--- src/rtl/axon_fanout_if.sv ---
// Spike-event handshake and synapse/dendrite beat bus between the event source and axon_fanout.
interface axon_fanout_if #(
    parameter int NNW     = 12,
    parameter int WD      = 6,
    parameter int LAN_num = 2
) ();
    logic               spk_axon_vld;
    logic               spk_axon_rdy;
    logic [NNW-1:0]     spk_axon_vm_base;
    logic [NNW-1:0]     spk_axon_len;
    logic [WD-1:0]      spk_axon_wgt_base;
    logic [LAN_num-1:0] spk_axon_lans;

    logic [NNW-1:0]     axon_sd_vm_addr;
    logic [WD-1:0]      axon_sd_wgt_addr;
    logic [LAN_num-1:0] axon_sd_lans;
    logic               axon_sd_vld;

    // Event producer / beat consumer side
    modport master (
        output spk_axon_vld, spk_axon_vm_base, spk_axon_len, spk_axon_wgt_base, spk_axon_lans,
        input  spk_axon_rdy,
        input  axon_sd_vm_addr, axon_sd_wgt_addr, axon_sd_lans, axon_sd_vld
    );

    // Fan-out sequencer side
    modport slave (
        input  spk_axon_vld, spk_axon_vm_base, spk_axon_len, spk_axon_wgt_base, spk_axon_lans,
        output spk_axon_rdy,
        output axon_sd_vm_addr, axon_sd_wgt_addr, axon_sd_lans, axon_sd_vld
    );
endinterface

--- src/rtl/axon_fanout.sv ---
// Expands one spike event into a one-beat-per-cycle stream of (vm, wgt, lans) beats toward the SD stage,
// inserting a bubble when consecutive beats would hit the same Vm address and yielding to config on hold.
module axon_fanout #(
    parameter int NNW     = 12,
    parameter int WD      = 6,
    parameter int LAN_num = 2,
    parameter int ECW     = 16
) (
    input  logic            clk_AXON,
    input  logic            rst,
    axon_fanout_if.slave    bus,
    input  logic            axon_hold,
    input  logic            config_axon_start,
    output logic            axon_busy,
    output logic [ECW-1:0]  axon_evt_cnt
);
    typedef enum logic {IDLE = 1'b0, RUN = 1'b1} state_t;

    state_t             state_q, state_d;
    logic [NNW-1:0]     base_q, base_d;
    logic [WD-1:0]      wbase_q, wbase_d;
    logic [LAN_num-1:0] lans_q, lans_d;
    logic [NNW-1:0]     len_q, len_d;
    logic [NNW-1:0]     idx_q, idx_d;

    logic [NNW-1:0]     vm_q, vm_d;
    logic [WD-1:0]      wgt_q, wgt_d;
    logic [LAN_num-1:0] lo_q, lo_d;
    logic               vld_q, vld_d;
    logic [ECW-1:0]     cnt_q, cnt_d;

    logic [NNW-1:0]     cand_vm;
    logic [WD-1:0]      cand_wgt;
    logic               hazard;
    logic               issue;
    logic               last_beat;
    logic               rdy;
    logic               accept_nz;

    // Both address runs wrap silently at their own widths
    assign cand_vm   = base_q + idx_q;
    assign cand_wgt  = wbase_q + idx_q[WD-1:0];
    // SD write-back takes one cycle, so a repeat of the previous Vm address must wait
    assign hazard    = vld_q && (vm_q == cand_vm);
    assign issue     = (state_q == RUN) && !axon_hold && !hazard;
    assign last_beat = issue && (idx_q == (len_q - NNW'(1)));
    assign rdy       = (state_q == IDLE) || last_beat;
    assign accept_nz = bus.spk_axon_vld && rdy && (bus.spk_axon_len != '0);

    always_comb begin
        state_d = state_q;
        base_d  = base_q;
        wbase_d = wbase_q;
        lans_d  = lans_q;
        len_d   = len_q;
        idx_d   = idx_q;
        vm_d    = vm_q;
        wgt_d   = wgt_q;
        lo_d    = lo_q;
        vld_d   = 1'b0;
        cnt_d   = cnt_q;

        if (issue) begin
            vm_d  = cand_vm;
            wgt_d = cand_wgt;
            lo_d  = lans_q;
            vld_d = 1'b1;
            idx_d = idx_q + NNW'(1);
        end

        if (last_beat) begin
            state_d = IDLE;
        end

        // A handshake on the last beat overrides the return to IDLE for back-to-back events
        if (accept_nz) begin
            base_d  = bus.spk_axon_vm_base;
            wbase_d = bus.spk_axon_wgt_base;
            lans_d  = bus.spk_axon_lans;
            len_d   = bus.spk_axon_len;
            idx_d   = '0;
            state_d = RUN;
        end

        if (config_axon_start) begin
            cnt_d = '0;
        end
        if (accept_nz) begin
            cnt_d = cnt_d + ECW'(1);
        end
    end

    always_ff @(posedge clk_AXON) begin
        if (rst) begin
            state_q <= IDLE;
            base_q  <= '0;
            wbase_q <= '0;
            lans_q  <= '0;
            len_q   <= '0;
            idx_q   <= '0;
            vm_q    <= '0;
            wgt_q   <= '0;
            lo_q    <= '0;
            vld_q   <= 1'b0;
            cnt_q   <= '0;
        end else begin
            state_q <= state_d;
            base_q  <= base_d;
            wbase_q <= wbase_d;
            lans_q  <= lans_d;
            len_q   <= len_d;
            idx_q   <= idx_d;
            vm_q    <= vm_d;
            wgt_q   <= wgt_d;
            lo_q    <= lo_d;
            vld_q   <= vld_d;
            cnt_q   <= cnt_d;
        end
    end

    assign bus.spk_axon_rdy     = rdy;
    assign bus.axon_sd_vm_addr  = vm_q;
    assign bus.axon_sd_wgt_addr = wgt_q;
    assign bus.axon_sd_lans     = lo_q;
    assign bus.axon_sd_vld      = vld_q;
    assign axon_busy            = (state_q == RUN) || vld_q;
    assign axon_evt_cnt         = cnt_q;
endmodule

--- src/flat_wrapper.sv ---
// flat-port wrapper written by rule: the top's interface ports become plain ports
module axon_fanout_flat 
#(
    parameter int NNW     = 12,
    parameter int WD      = 6,
    parameter int LAN_num = 2,
    parameter int ECW     = 16
)
  (clk_AXON, rst, axon_hold, config_axon_start, axon_busy, axon_evt_cnt, bus_spk_axon_vld, bus_spk_axon_vm_base, bus_spk_axon_len, bus_spk_axon_wgt_base, bus_spk_axon_lans, bus_spk_axon_rdy, bus_axon_sd_vm_addr, bus_axon_sd_wgt_addr, bus_axon_sd_lans, bus_axon_sd_vld);
  axon_fanout_if #(.NNW(NNW), .WD(WD), .LAN_num(LAN_num)) bus_i ();
  input  logic clk_AXON;
  input  logic rst;
  input  logic axon_hold;
  input  logic config_axon_start;
  output logic axon_busy;
  output logic [ECW-1:0] axon_evt_cnt;
  input wire logic [$bits(bus_i.spk_axon_vld)-1:0] bus_spk_axon_vld;
  input wire logic [$bits(bus_i.spk_axon_vm_base)-1:0] bus_spk_axon_vm_base;
  input wire logic [$bits(bus_i.spk_axon_len)-1:0] bus_spk_axon_len;
  input wire logic [$bits(bus_i.spk_axon_wgt_base)-1:0] bus_spk_axon_wgt_base;
  input wire logic [$bits(bus_i.spk_axon_lans)-1:0] bus_spk_axon_lans;
  output wire logic [$bits(bus_i.spk_axon_rdy)-1:0] bus_spk_axon_rdy;
  output wire logic [$bits(bus_i.axon_sd_vm_addr)-1:0] bus_axon_sd_vm_addr;
  output wire logic [$bits(bus_i.axon_sd_wgt_addr)-1:0] bus_axon_sd_wgt_addr;
  output wire logic [$bits(bus_i.axon_sd_lans)-1:0] bus_axon_sd_lans;
  output wire logic [$bits(bus_i.axon_sd_vld)-1:0] bus_axon_sd_vld;
  assign bus_i.spk_axon_vld = bus_spk_axon_vld;
  assign bus_i.spk_axon_vm_base = bus_spk_axon_vm_base;
  assign bus_i.spk_axon_len = bus_spk_axon_len;
  assign bus_i.spk_axon_wgt_base = bus_spk_axon_wgt_base;
  assign bus_i.spk_axon_lans = bus_spk_axon_lans;
  assign bus_spk_axon_rdy = bus_i.spk_axon_rdy;
  assign bus_axon_sd_vm_addr = bus_i.axon_sd_vm_addr;
  assign bus_axon_sd_wgt_addr = bus_i.axon_sd_wgt_addr;
  assign bus_axon_sd_lans = bus_i.axon_sd_lans;
  assign bus_axon_sd_vld = bus_i.axon_sd_vld;
  axon_fanout #(.NNW(NNW), .WD(WD), .LAN_num(LAN_num), .ECW(ECW)) u_core (.clk_AXON(clk_AXON), .rst(rst), .bus(bus_i), .axon_hold(axon_hold), .config_axon_start(config_axon_start), .axon_busy(axon_busy), .axon_evt_cnt(axon_evt_cnt));
endmodule
--- config.mk ---
export PLATFORM = sky130hd
export DESIGN_NAME = axon_fanout_flat
export DESIGN_NICKNAME = d
export VERILOG_FILES = /design/src/rtl/axon_fanout_if.sv /design/src/rtl/axon_fanout.sv /design/src/flat_wrapper.sv
export SDC_FILE = /design/constraint.sdc
export NUM_CORES = 1
export LEC_CHECK = 0
export CELL_PAD_IN_SITES_DETAIL_PLACEMENT = 0
export CELL_PAD_IN_SITES_GLOBAL_PLACEMENT = 1
export CORE_MARGIN = 2
export CORE_UTILIZATION = 51
export CTS_CLUSTER_SIZE = 24
export DETAILED_ROUTE_END_ITERATION = 7
export DONT_BUFFER_PORTS = 1
export PLACE_DENSITY = 0.94
export SYNTH_ARGS = -nofsm -noshare
export SYNTH_HDL_FRONTEND = slang
export SYNTH_SLANG_ARGS = --single-unit
--- constraint.sdc ---
create_clock -name clk_AXON -period 8.85 [get_ports clk_AXON]
set_input_delay 1.3275 -clock clk_AXON [delete_from_list [all_inputs] [get_ports clk_AXON]]
set_output_delay 1.3275 -clock clk_AXON [all_outputs]
set_load 0.02 [all_outputs]
==> impl_metrics.env, run 1 <==
export IMPL_ant_nets=0
export IMPL_crit_chain="ha_1 > fa_1 > a21o_1 > a221oi_1 > mux2i_1 > a211oi_1 > a2111oi_0 > a31o_1 > buf_4 > clkinv_1 > buf_4"
export IMPL_track_usage=0.250
export IMPL_dp_hpwl_um=8730
export IMPL_fmax_ghz=0.183
export IMPL_yosysWarnings=0
export IMPL_yosys_register_bits=82
export IMPL_yosysMostFrequentCell="dfxtp_1"
export IMPL_die_h_um=102
export IMPL_synth_top_area_frac=0.334
export IMPL_crit_fanout=65
export IMPL_placeableCoreArea_mm2=0.00928
export IMPL_critical_path_top_delay_family="compound AO/OA/AOI/OAI gates"
export IMPL_min_period_ps=5470
export IMPL_slew_headroom=0.290
export IMPL_synth_top_family_by_area="compound AO/OA/AOI/OAI gates"
export IMPL_io_buffers=0
export IMPL_drive_above_1_share=0.0479
export IMPL_crit_type="flop to output port"
export IMPL_p_clk_frac=0.367
export IMPL_cts_htree_levels=3
export IMPL_synthTopCellsByArea="dfxtp_1 33%, a21oi_1 8.3%, o21ai_0 5.8%"
export IMPL_clk_latency_ps=380
export IMPL_hold_violations=0
export IMPL_pre_cts_ws_ps=3850
export IMPL_peakVddDrop_mv=0.0705
export IMPL_design_die_area_mm2=0.0104
export IMPL_ctsHoldBuffers=0
export IMPL_arrival_ps=4140
export IMPL_nNetsFinal=637
export IMPL_postSynth_asyncResetShare=0
export IMPL_grt_max_degree=66
export IMPL_wl_per_cell_um=17.6
export IMPL_antenna_found_initial=0
export IMPL_finalWorstSetupSlack_ps=3380
export IMPL_synthAdderAreaFrac=0.0565
export IMPL_overflow=0
export IMPL_post_cts_buffers=0
export IMPL_clock_path_buffers=2
export IMPL_powerDensity_mw_per_mm2=152
export IMPL_cts_resized=0
export IMPL_grt_pass1_vias=4182
export IMPL_min_period_over_period=0.618
export IMPL_cellLeakagePower_nw=1.82
export IMPL_fin_setup_tns_ps=0
export IMPL_outcome="complete, no violations"
export IMPL_drtIter0Drc=262
export IMPL_synthesis_nets=665
export IMPL_finalMaxSlewViolations=0
export IMPL_synth_edff_count=0
export IMPL_crit_slowest_cell="a2111oi_0"
export IMPL_min_path_type="flop to flop"
export IMPL_syn_area_mm2=0.00491
export IMPL_required_ps=7520
export IMPL_route_detailed_drc=0
export IMPL_combPwrFrac=0.126
export IMPL_yosysSeqAreaShare=0.334
export IMPL_areaGrowthSynthToFinish_pct=4.33
export IMPL_setup_viol=0
export IMPL_wirelength_um=12500
export IMPL_clkSlewWorstSetupHoldPaths_ps=100
export IMPL_synth_top_area_cell="dfxtp_1"
export IMPL_p_int_mw=0.554
export IMPL_synth_xor_area_frac=0.0841
export IMPL_finClkSkew_ps=24.3
export IMPL_antenna_cells=0
export IMPL_cp_start_kind="flop"
export IMPL_place_congestion=0.930
export IMPL_crit_path_end_kind="output port"
export IMPL_rsz0062_at_grt="no"
export IMPL_cts_root_buf="clkbuf_8"
export IMPL_synth_compound_area_frac=0.250
export IMPL_synthMuxAreaShare=0.00662
export IMPL_crit_buf_inv=3
export IMPL_drv_cap=0
export IMPL_start_util=0.529
export IMPL_power_frac_seq=0.507
export IMPL_num_vias=4487
export IMPL_tightest_slew_ps=1070
export IMPL_critPathMostFrequentCell="buf_4"
export IMPL_cts_made_buffers=9
export IMPL_clock_sinks=82
export IMPL_fin_util=0.552
export IMPL_synth_common_cells="82 x dfxtp_1, 81 x a21oi_1, 57 x o21ai_0"
export IMPL_critPathMaxStageDelay_ps=460
export IMPL_via_per_inst=6.29
export IMPL_rows=35
export IMPL_grt_pass1_wl_um=20500
export IMPL_yosysUniqueCellTypes=62
export IMPL_swShare=0.291
export IMPL_io_pins=76
export IMPL_synthCells=607
export IMPL_dr_pass1_iters=5
export IMPL_syn_area_per_cell_um2=8.09
export IMPL_switchingPower_mw=0.227
export IMPL_dieWidth_um=102
export IMPL_yosys_area_share_simple=0.217
export IMPL_ys_flop_type="dfxtp_1"
export IMPL_cts_tree="done"
-- final cells by class --
class	instances	area, um2
Clock buffer	10	128
Clock inverter	6	73.8
Fill cell	907	4160
Inverter	18	67.6
Multi-Input combinational cell	463	3020
Sequential cell	82	1640
Tap cell	129	161
Timing Repair Buffer	5	37.5
-- flip-flops by register name, indices dropped and copies added, names as in the netlist, 2 cells and up --
signal,flops
u_core.axon_evt_cnt,16
u_core.base_q,12
u_core.bus.axon_sd_lans,2
u_core.bus.axon_sd_vm_addr,12
u_core.bus.axon_sd_wgt_addr,6
u_core.idx_q,12
u_core.lans_q,2
u_core.len_q,12
u_core.wbase_q,6
-- logic make-up after synthesis --
logic type | count (synthesis)
fa+ha+maj | 21
buf+inv | 62
mux | 3
compound gates | 206
simple gates | 194
xor+xnor | 39
flops | 82
-- cells in the final DEF (no fill, tap or decap), types with 5 or more instances in the layout --
cell and count:
xnor2_1 29, nand3_1 43, ha_1 19, clkbuf_8 9, inv_1 17, a211oi_1 7, a21o_1 6, or3_1 12
nor2b_1 10, nand2_1 34, nor3_1 9, a21oi_1 81, xor2_1 5, o21ai_0 57, dfxtp_1 82, or4_1 17
nand4_1 10, nor4_1 9, buf_4 5, nor2_1 21, and3_1 8, o31ai_1 15, o211ai_1 10
-- tightest hold or removal path, delay by kind of cell, from the launching register on --
family | cells | cell delay (ps)
simple gates | 1 | 50
flops | 1 | 320
compound gates | 1 | 50
-- stage by stage --
step	total power [mW]	cell area (um2)	hold WS (ps)	instances
2_1_floorplan	0.486	4910	428	607
3_3_place_gp	0.500	4920	440	697
3_5_place_dp	0.502	4920	449	697
4_1_cts	0.785	5120	462	713
5_1_grt	0.812	5120	487	713
6_report	0.781	5120	455	713
-- layer usage --
metal	global-route usage	routed length (um)
met5	0	0
met4	0.0821	205
met3	0.0581	847
met2	0.408	6010
met1	0.328	5450
-- path summary, 6_finish.rpt --
path,end,depth (start not counted),slack [ps],startpoint
worst min register to register,u_core.bus.axon_sd_lans[0]$_SDFFE_PP0P_,2,460,u_core.lans_q[0]$_SDFFE_PP0P_
worst max-delay path,bus_spk_axon_rdy,11,3380,u_core.idx_q[0]$_SDFFE_PP0P_
worst min-delay path,u_core.bus.axon_sd_lans[0]$_SDFFE_PP0P_,2,460,u_core.lans_q[0]$_SDFFE_PP0P_
worst max register to register,u_core.idx_q[11]$_SDFFE_PP0P_,11,4680,u_core.idx_q[0]$_SDFFE_PP0P_
-- power by group through the flow --
stage / sequential [mW] / combinational [mW] / clock [mW]
after CTS: 0.396 / 0.0977 / 0.291
after global routing: 0.398 / 0.110 / 0.303
final: 0.396 / 0.0981 / 0.287
after detailed placement: 0.405 / 0.0971 / 0
after global placement: 0.405 / 0.0956 / 0
after floorplan: 0.400 / 0.0858 / 0
Power figures use the tool's default switching activity.
==> inputs of run 2 (changes only) <==
CORE_UTILIZATION = 43   (was 51)
PLACE_DENSITY = 0.85   (was 0.94)
clock period = 4.9 ns   (was 8.85 ns; I/O delays follow)
==> run 2 against run 1 <==
Global-route usage fell by 3.8 points. Worst setup slack got worse by 2800 ps. Clock-buffer cell count is the same.
==> impl_metrics.env, run 2 (synthesized netlist as in run 1, its figures left out) <==
export IMPL_outcome="complete, no violations"
export IMPL_fmax_ghz=0.229
export IMPL_via_per_inst=6.13
export IMPL_placeableCoreArea_mm2=0.0113
export IMPL_final_cell_area_mm2=0.00525
export IMPL_route_detailed_drc=0
export IMPL_io_buffers=0
export IMPL_min_period_ps=4360
export IMPL_tightest_slew_ps=900
export IMPL_final_cell_mix="82 x dfxtp_1, 81 x a21oi_1, 57 x o21ai_0"
export IMPL_dr_pass1_iters=5
export IMPL_drv_cap=0
export IMPL_crit_type="flop to output port"
export IMPL_min_period_over_period=0.890
export IMPL_cts_resized=0
export IMPL_critPathMaxStageDelay_ps=530
export IMPL_wl_per_cell_um=17.9
export IMPL_ctsHoldBuffers=0
export IMPL_mostFrequentLayoutCell="dfxtp_1"
export IMPL_nNetsFinal=638
export IMPL_cp_start_kind="flop"
export IMPL_antenna_cells=0
export IMPL_crit_slowest_cell="a221oi_1"
export IMPL_overflow=0
export IMPL_finalMaxSlewViolations=0
export IMPL_num_vias=4462
export IMPL_cellLeakagePower_nw=1.87
export IMPL_rsz0062_at_grt="no"
export IMPL_design_die_area_mm2=0.0123
export IMPL_min_path_type="input port to flop"
export IMPL_antenna_found_initial=0
export IMPL_wirelength_um=13100
export IMPL_fillCellCount=1102
export IMPL_clk_latency_ps=350
export IMPL_crit_path_end_kind="output port"
export IMPL_cts_htree_levels=3
export IMPL_clock_path_buffers=2
export IMPL_crit_fanout=6
export IMPL_drtIter0Drc=230
export IMPL_post_cts_buffers=0
export IMPL_clock_sinks=82
export IMPL_finClkSkew_ps=8.47
export IMPL_grt_max_degree=65
export IMPL_powerDensity_mw_per_mm2=303
export IMPL_cts_made_buffers=9
export IMPL_slew_headroom=0.396
export IMPL_rows=39
export IMPL_crit_buf_inv=1
export IMPL_cts_tree="done"
export IMPL_setup_viol=0
export IMPL_peakVddDrop_mv=0.163
export IMPL_areaGrowthSynthToFinish_pct=6.88
export IMPL_fin_util=0.466
export IMPL_largest_register_ff_count=16
export IMPL_grt_pass1_vias=4337
export IMPL_hold_violations=0
export IMPL_critical_path_top_delay_family="compound AO/OA/AOI/OAI gates"
export IMPL_start_util=0.436
export IMPL_required_ps=4160
export IMPL_cts_root_buf="clkbuf_16"
export IMPL_drive_above_1_share=0.0496
export IMPL_io_pins=76
export IMPL_grt_pass1_wl_um=21100
export IMPL_track_usage=0.212
export IMPL_post_dp_cell_area_mm2=0.00495
export IMPL_r2r_setup_slack_ps=620
export IMPL_fin_setup_tns_ps=0
export IMPL_dp_hpwl_um=9370
export IMPL_dieWidth_um=111
export IMPL_clkSlewWorstSetupHoldPaths_ps=70
export IMPL_place_congestion=0.863
export IMPL_arrival_ps=3630
export IMPL_crit_chain="ha_1 > fa_1 > a21o_1 > a221oi_1 > mux2i_1 > a211oi_1 > a2111oi_0 > a31o_1 > clkinv_1"
export IMPL_die_h_um=111
export IMPL_ant_nets=0
==> run 2: cell types whose count changed in the layout (fill, tap and decap cells not counted), sizes merged <==
cell	before	now
buf	5	6
clkinv	4	2
clkinvlp	0	1
inv	19	20
==> run 2: metal layers <==
metal	vias to the layer above	global-route usage	share of wire
met5	-	0	0
met4	0	0.0933	0.024
met3	29	0.0618	0.056
met2	96	0.354	0.48
met1	2144	0.252	0.44
li1	2193	-	-
==> run 2: worst reg2reg max path, cell delays in order (launching register included) <==
cell and delay, ps:
dfxtp_1 380, ha_1 260, fa_1 430, a21o_1 230
a221oi_1 530, mux2i_1 310, a211oi_1 150, a2111oi_0 470
a31o_1 260, buf_4 470, o21ai_1 480, a21oi_1 240
==> run 2: worst paths after layout <==
check,cells past startpoint,endpoint,startpoint
min reg2reg,2,u_core.bus.axon_sd_lans[0]$_SDFFE_PP0P_,u_core.lans_q[0]$_SDFFE_PP0P_
max,9,bus_spk_axon_rdy,u_core.idx_q[0]$_SDFFE_PP0P_
min,1,u_core.axon_evt_cnt[5]$_SDFF_PP0_,rst
max reg2reg,11,u_core.idx_q[8]$_SDFFE_PP0P_,u_core.idx_q[0]$_SDFFE_PP0P_
==> run 2: layout make-up <==
cell class,count,area (um2),area share
flip-flops and latches,82,1640,0.313
clock inverters,6,72.6,0.0138
multi-input cells,463,3020,0.574
repair buffers,6,45.0,0.00858
inverters,18,67.6,0.0129
well taps,143,179,0.0341
clock buffers,10,229,0.0436
==> run 2: through the flow <==
stage          setup slack (ps)  hold WS, ps  total power, mW  instances
3_3_place_gp                941          445            0.908        712
4_1_cts                     566          438             1.61        728
3_5_place_dp                758          443            0.911        712
2_1_floorplan              1180          428            0.878        607
6_report                    537          445             1.59        728
5_1_grt                     268          438             1.65        728
==> run 2: report_power, final <==
part           internal, mW  switching, mW
sequential            0.688         0.0287
combinational        0.0712          0.108
clock                 0.401          0.292
